**src/rtl/mss_abs_scheduler.sv**
```systemverilog
// Shared saturating |x| converter for the two MSS microphone streams.
// A round-robin arbiter picks one channel per cycle. The result leaves on a
// registered valid/ready stream tagged with its channel. Per-channel peaks are
// held over windows of WINDOW accepted samples.
//
// Ports:
//   clk, reset            clock, synchronous active-high reset
//   ch0_data/valid/ready  left sample stream (two's complement)
//   ch1_data/valid/ready  right sample stream (two's complement)
//   out_data/ch/valid     registered |sample| (0..32767), source channel, valid
//   out_ready             consumer handshake
//   peak_l/peak_r         per-channel peaks of the last completed window
//   peak_stb              one-cycle pulse when peak_l/peak_r update
module mss_abs_scheduler #(
  parameter int unsigned WINDOW = 1024,
  parameter int unsigned CNT_W  = $clog2(WINDOW)
) (
  input  logic        clk,
  input  logic        reset,
  input  logic [15:0] ch0_data,
  input  logic        ch0_valid,
  output logic        ch0_ready,
  input  logic [15:0] ch1_data,
  input  logic        ch1_valid,
  output logic        ch1_ready,
  output logic [15:0] out_data,
  output logic        out_ch,
  output logic        out_valid,
  input  logic        out_ready,
  output logic [15:0] peak_l,
  output logic [15:0] peak_r,
  output logic        peak_stb
);

  localparam logic [CNT_W-1:0] CNT_LAST = CNT_W'(WINDOW - 1);

  typedef enum logic {EMPTY = 1'b0, FULL = 1'b1} state_t;

  state_t           state, state_next;
  logic             last_grant;
  logic             slot_free, cand, grant0, grant1, accept;
  logic [15:0]      sel_data, abs_val;
  logic [15:0]      run_l, run_r, new_l, new_r;
  logic [CNT_W-1:0] win_cnt;

  // Arbitration: lone valid channel wins; on a tie the channel not served last wins
  always_comb begin
    slot_free = (state == EMPTY) | out_ready;
    if (ch0_valid & ch1_valid) cand = ~last_grant;
    else                       cand = ch1_valid;
    grant0 = slot_free & ch0_valid & ~cand;
    grant1 = slot_free & ch1_valid & cand;
    accept = grant0 | grant1;
  end

  assign ch0_ready = grant0;
  assign ch1_ready = grant1;

  // Saturating absolute value; -32768 clamps to 32767
  always_comb begin
    sel_data = grant1 ? ch1_data : ch0_data;
    if (!sel_data[15])             abs_val = sel_data;
    else if (sel_data == 16'h8000) abs_val = 16'h7FFF;
    else                           abs_val = ~sel_data + 16'd1;
  end

  // Output slot state register
  always_ff @(posedge clk) begin
    if (reset) state <= EMPTY;
    else       state <= state_next;
  end

  // Output slot next state: refilled on any accept, drained when consumed
  always_comb begin
    state_next = state;
    case (state)
      EMPTY:   if (accept) state_next = FULL;
      FULL:    if (out_ready & ~accept) state_next = EMPTY;
      default: state_next = EMPTY;
    endcase
  end

  assign out_valid = (state == FULL);

  // Output payload and round-robin history
  always_ff @(posedge clk) begin
    if (reset) begin
      out_data   <= 16'd0;
      out_ch     <= 1'b0;
      last_grant <= 1'b1;
    end else if (accept) begin
      out_data   <= abs_val;
      out_ch     <= grant1;
      last_grant <= grant1;
    end
  end

  // Running maxima including the sample being accepted this cycle
  always_comb begin
    new_l = (grant0 && (abs_val > run_l)) ? abs_val : run_l;
    new_r = (grant1 && (abs_val > run_r)) ? abs_val : run_r;
  end

  // Peak window: publish and restart when the last sample of a window is accepted
  always_ff @(posedge clk) begin
    if (reset) begin
      run_l    <= 16'd0;
      run_r    <= 16'd0;
      peak_l   <= 16'd0;
      peak_r   <= 16'd0;
      peak_stb <= 1'b0;
      win_cnt  <= '0;
    end else begin
      peak_stb <= 1'b0;
      if (accept) begin
        if (win_cnt == CNT_LAST) begin
          peak_l   <= new_l;
          peak_r   <= new_r;
          peak_stb <= 1'b1;
          run_l    <= 16'd0;
          run_r    <= 16'd0;
          win_cnt  <= '0;
        end else begin
          run_l   <= new_l;
          run_r   <= new_r;
          win_cnt <= win_cnt + CNT_W'(1);
        end
      end
    end
  end

endmodule

```
**config.mk**
```make
export PLATFORM = sky130hd
export DESIGN_NAME = mss_abs_scheduler
export DESIGN_NICKNAME = d
export VERILOG_FILES = /design/src/rtl/mss_abs_scheduler.sv
export SDC_FILE = /design/constraint.sdc
export NUM_CORES = 1
export LEC_CHECK = 0
export BUFFER_PORTS_ARGS = -buffer_cell sky130_fd_sc_hd__buf_2
export CELL_PAD_IN_SITES_DETAIL_PLACEMENT = 0
export CELL_PAD_IN_SITES_GLOBAL_PLACEMENT = 1
export CORE_MARGIN = 4
export CORE_UTILIZATION = 47
export CTS_BUF_LIST = sky130_fd_sc_hd__clkbuf_2 sky130_fd_sc_hd__clkbuf_4 sky130_fd_sc_hd__clkbuf_8
export DETAILED_ROUTE_END_ITERATION = 12
export PLACE_DENSITY = 0.89
export SYNTH_ARGS = -nofsm -noshare
export SYNTH_HDL_FRONTEND = slang
export SYNTH_SLANG_ARGS = --single-unit
```
**constraint.sdc**
```tcl
create_clock -name clk -period 11.4 [get_ports clk]
set_input_delay 2.28 -clock clk [delete_from_list [all_inputs] [get_ports clk]]
set_output_delay 2.28 -clock clk [all_outputs]
set_load 0.01 [all_outputs]
```
==> summary.md <==
| Metric | Value |
|---|---|
| Layout cell share with drive strength beyond 1 | `19.1%` |
| N_diodes | `0` |
| Fin cells | `886` |
| Post-synth EDFFs | `0` |
| H-tree depth | `3` |
| CTS resizes | `0` |
| Final wirelength | `15.6 mm` |
| Worst Hold Launch | `peak_l[4]$_SDFFE_PP0P_` |
| Synthesized net count | `744` |
| Clock buffer depth | `2` |
| Layout Skew | `0.0149 ns` |
| Skew-Pair Late Insertion Delay | `0.39 ns` |
| CP Launch Type | `input pin` |
| Post-route antenna net violation count | `0` |
| Die Area | `13,700 um2` |
| Overall power | `0.818 mW` |
| Worst Reg-to-Reg Cells | `21` |
| Clk root buf | `clkbuf_8` |
| Netlist cell types | `70` |
| Synth Area per Inst | `8.27 um2` |
| Final hold vios | `0` |
| Seq/Total Area, Yosys | `33.7%` |
| RSZ-0062 raised after global routing | `false` |
| Slew @ Worst Pin | `0.831 ns` |
| Width of the die | `117 um` |
| Top-count cell post-synth | `dfxtp_1` |
| Final Max Tran Viols | `0` |
| Yosys Warn Count | `0` |
| # Max-Cap Violations | `0` |
| Mapped Cells | `675` |
| Core area | `11,500 um2` |
| Reg area | `1880 um2` |
| Cell count of the worst hold path | `2` |
| Number of global-route vias before repair | `4,793` |
| PortBufs | `89` |
| Yosys reg bits | `94` |
| Max Clock Freq | `0.127 GHz` |
| DR vias/cell | `5.87` |
| Worst r2r src | `out_valid$_SDFF_PP0_` |
| Routed WL per cell | `17.6 um` |
| Worst Hold End | `peak_l[4]$_SDFFE_PP0P_` |
| Fin util | `53.6%` |
| Period Utilization, post-route | `69.3%` |
| Final setup viols | `0` |
| CP Data Required Time | `11.71 ns` |
| Rel. slew slack | `44.6%` |
| R2R Path End | `run_r[9]$_SDFFE_PP0P_` |
| Hold buffers post-CTS | `0` |
| Starting density of the core | `48.5%` |
| PnR worst setup slack | `3.51 ns` |
| Total grt overflow | `0` |
| Total Negative Setup Slacks | `0 ns` |
| Tot GR Track Use | `23.1%` |
| Chip Height | `117 um` |
| Clock transition at path regs | `0.10 ns` |
| Drt pass-1 iters | `5` |
| Dpl ws | `3.14 ns` |
| Post-layout net count | `807` |
| Post-CTS setup buffer count | `0` |
| CP max FO | `29` |
| Predominant post-synthesis flop cell | `dfxtp_1` |
| Yosys top cell area share | `33.7%` |
| First-pass GRT wire length | `24.7 mm` |
| CTS sink cnt | `94` |
| Worst vdd ir | `0.0885 mV` |
| Number of antenna violations at the first check in global routing | `0` |
| DRT iter0 DRCs | `449` |
| Multi-input logic area | `3290 um2` |
| Dpl cells | `870` |
| Syn Std Cell Area | `5580 um2` |
| Post-synth top cells | `dfxtp_1 (94), nand2_1 (76), nor2_1 (68)` |
| Power per Cell Area | `133 nW/um2` |
| CTS Buf Count | `9` |
| Largest net degree at the start of global routing | `76` |
| Filler Cell Count | `1,158` |
| Setup CP Type | `in2reg` |
| IO Count | `90` |
| Worst reg2reg setup slack | `5.16 ns` |
| Post-route DRC | `0` |
| Crit. End Element | `flop` |
| Fin crit period | `7.89 ns` |
| Leading area contributor after synthesis | `dfxtp_1` |
| Layout Area Growth over Synthesis | `10.6%` |
| Synth async-reset ratio | `0%` |
| Global placement routability congestion | `0.909` |
| CTS tree | `yes` |
| Critical path data arrival time | `8.20 ns` |
| Hold Crit Class | `reg2reg` |
| Row count | `39` |
| Detailed-route via count | `5,202` |
| Hpwl dp | `11.3 mm` |
| Synth area leaders | `dfxtp_1 (34%), ha_1 (7.2%), nand2_1 (5.1%)` |
| Leakage | `2.53 nW` |
| Status | `completed` |
stage by stage:
stage	area [um2]	hold WS, ns
after floorplan	5580	0.442
after global placement	5990	0.438
after detailed placement	5990	0.443
after CTS	6170	0.457
after global routing	6170	0.478
final	6170	0.452
worst max-delay path, stage by stage:
cell      delay, ns
buf_2          0.10
nand2b_4       0.16
nand3_1        0.09
buf_4          0.38
inv_1          0.39
mux2i_1        0.31
ha_1           0.23
or3b_4         0.42
nor3_4         0.24
mux2_2         0.24
nand2_1        0.30
o211ai_1       0.19
o31a_1         0.44
ha_1           0.22
nand4_1        0.14
nor4_1         0.48
o21ai_0        0.16
nand4_1        0.11
o211a_1        0.42
and3_1         0.62
nand2_1        0.12
a21oi_1        0.17
placed cells by master (no fill, tap or decap), types with 5 or more instances in the layout:
cell,n
nand2_1,76
o221ai_1,8
ha_1,32
a21oi_1,56
mux2i_1,25
a211oi_1,14
o21ai_0,23
buf_2,89
clkbuf_8,9
o311ai_1,8
nor2_1,66
xor2_1,10
nor3_1,19
buf_4,7
nor4_1,8
inv_1,36
and3_1,5
dfxtp_1,94
nand3_1,41
xnor2_1,8
a22o_1,13
nand4_1,12
worst max path at each step:
stage,start,end,slack [ns]
final,out_ready,run_r[9]$_SDFFE_PP0P_,3.51
after global routing,out_ready,run_r[6]$_SDFFE_PP0P_,3.13
after CTS,out_ready,run_r[9]$_SDFFE_PP0P_,3.53
after detailed placement,out_ready,run_r[9]$_SDFFE_PP0P_,3.14
after global placement,out_ready,run_r[13]$_SDFFE_PP0P_,3.37
after floorplan,out_ready,peak_r[5]$_SDFFE_PP0P_,4.70
metal layers:
| layer | up-vias | GRT usage, % | part of all wire [%] |
|---|---|---|---|
| met5 | - | 0 | 0 |
| met4 | 0 | 6.19 | 2.1 |
| met3 | 24 | 4.63 | 6.4 |
| met2 | 195 | 35.9 | 44 |
| met1 | 2435 | 32.9 | 47 |
| li1 | 2548 | - | - |
sequential cells by signal (all words and copies together) (netlist names):
signal and cells:
last_grant 1, out_ch 1, out_data 16, out_valid 1
peak_l 16, peak_r 16, peak_stb 1, run_l 16
run_r 16, win_cnt 10
area by class of cell:
cell class              count  share of cell area [%]
clock inverters             7                   0.994
clock buffers               9                    2.01
inverters                  36                    2.19
multi-input cells         501                    53.3
flip-flops and latches     94                    30.5
repair buffers             96                    8.07
well taps                 143                    2.90
cells by family (layout without fill, tap and decap cells):
group                      count (synthesis)  count (layout)  share of synthesized area [%]
muxes                                     29              29                           5.69
and+or+nand+nor                          262             262                           23.1
DFF                                       94              94                           33.7
xor gates and xnor gates                  18              18                           2.83
buffers and inverters                     80             148                           7.38
AOI/OAI and AO/OA                        160             160                           20.1
adders and majority gates                 32              32                           7.17
report_power, final:
| part | internal (mW) | switching, mW |
|---|---|---|
| clock | 0.0839 | 0.135 |
| combinational | 0.0836 | 0.155 |
| sequential | 0.348 | 0.0132 |
| total | 0.515 | 0.303 |
(Power assumes the default switching activity.)
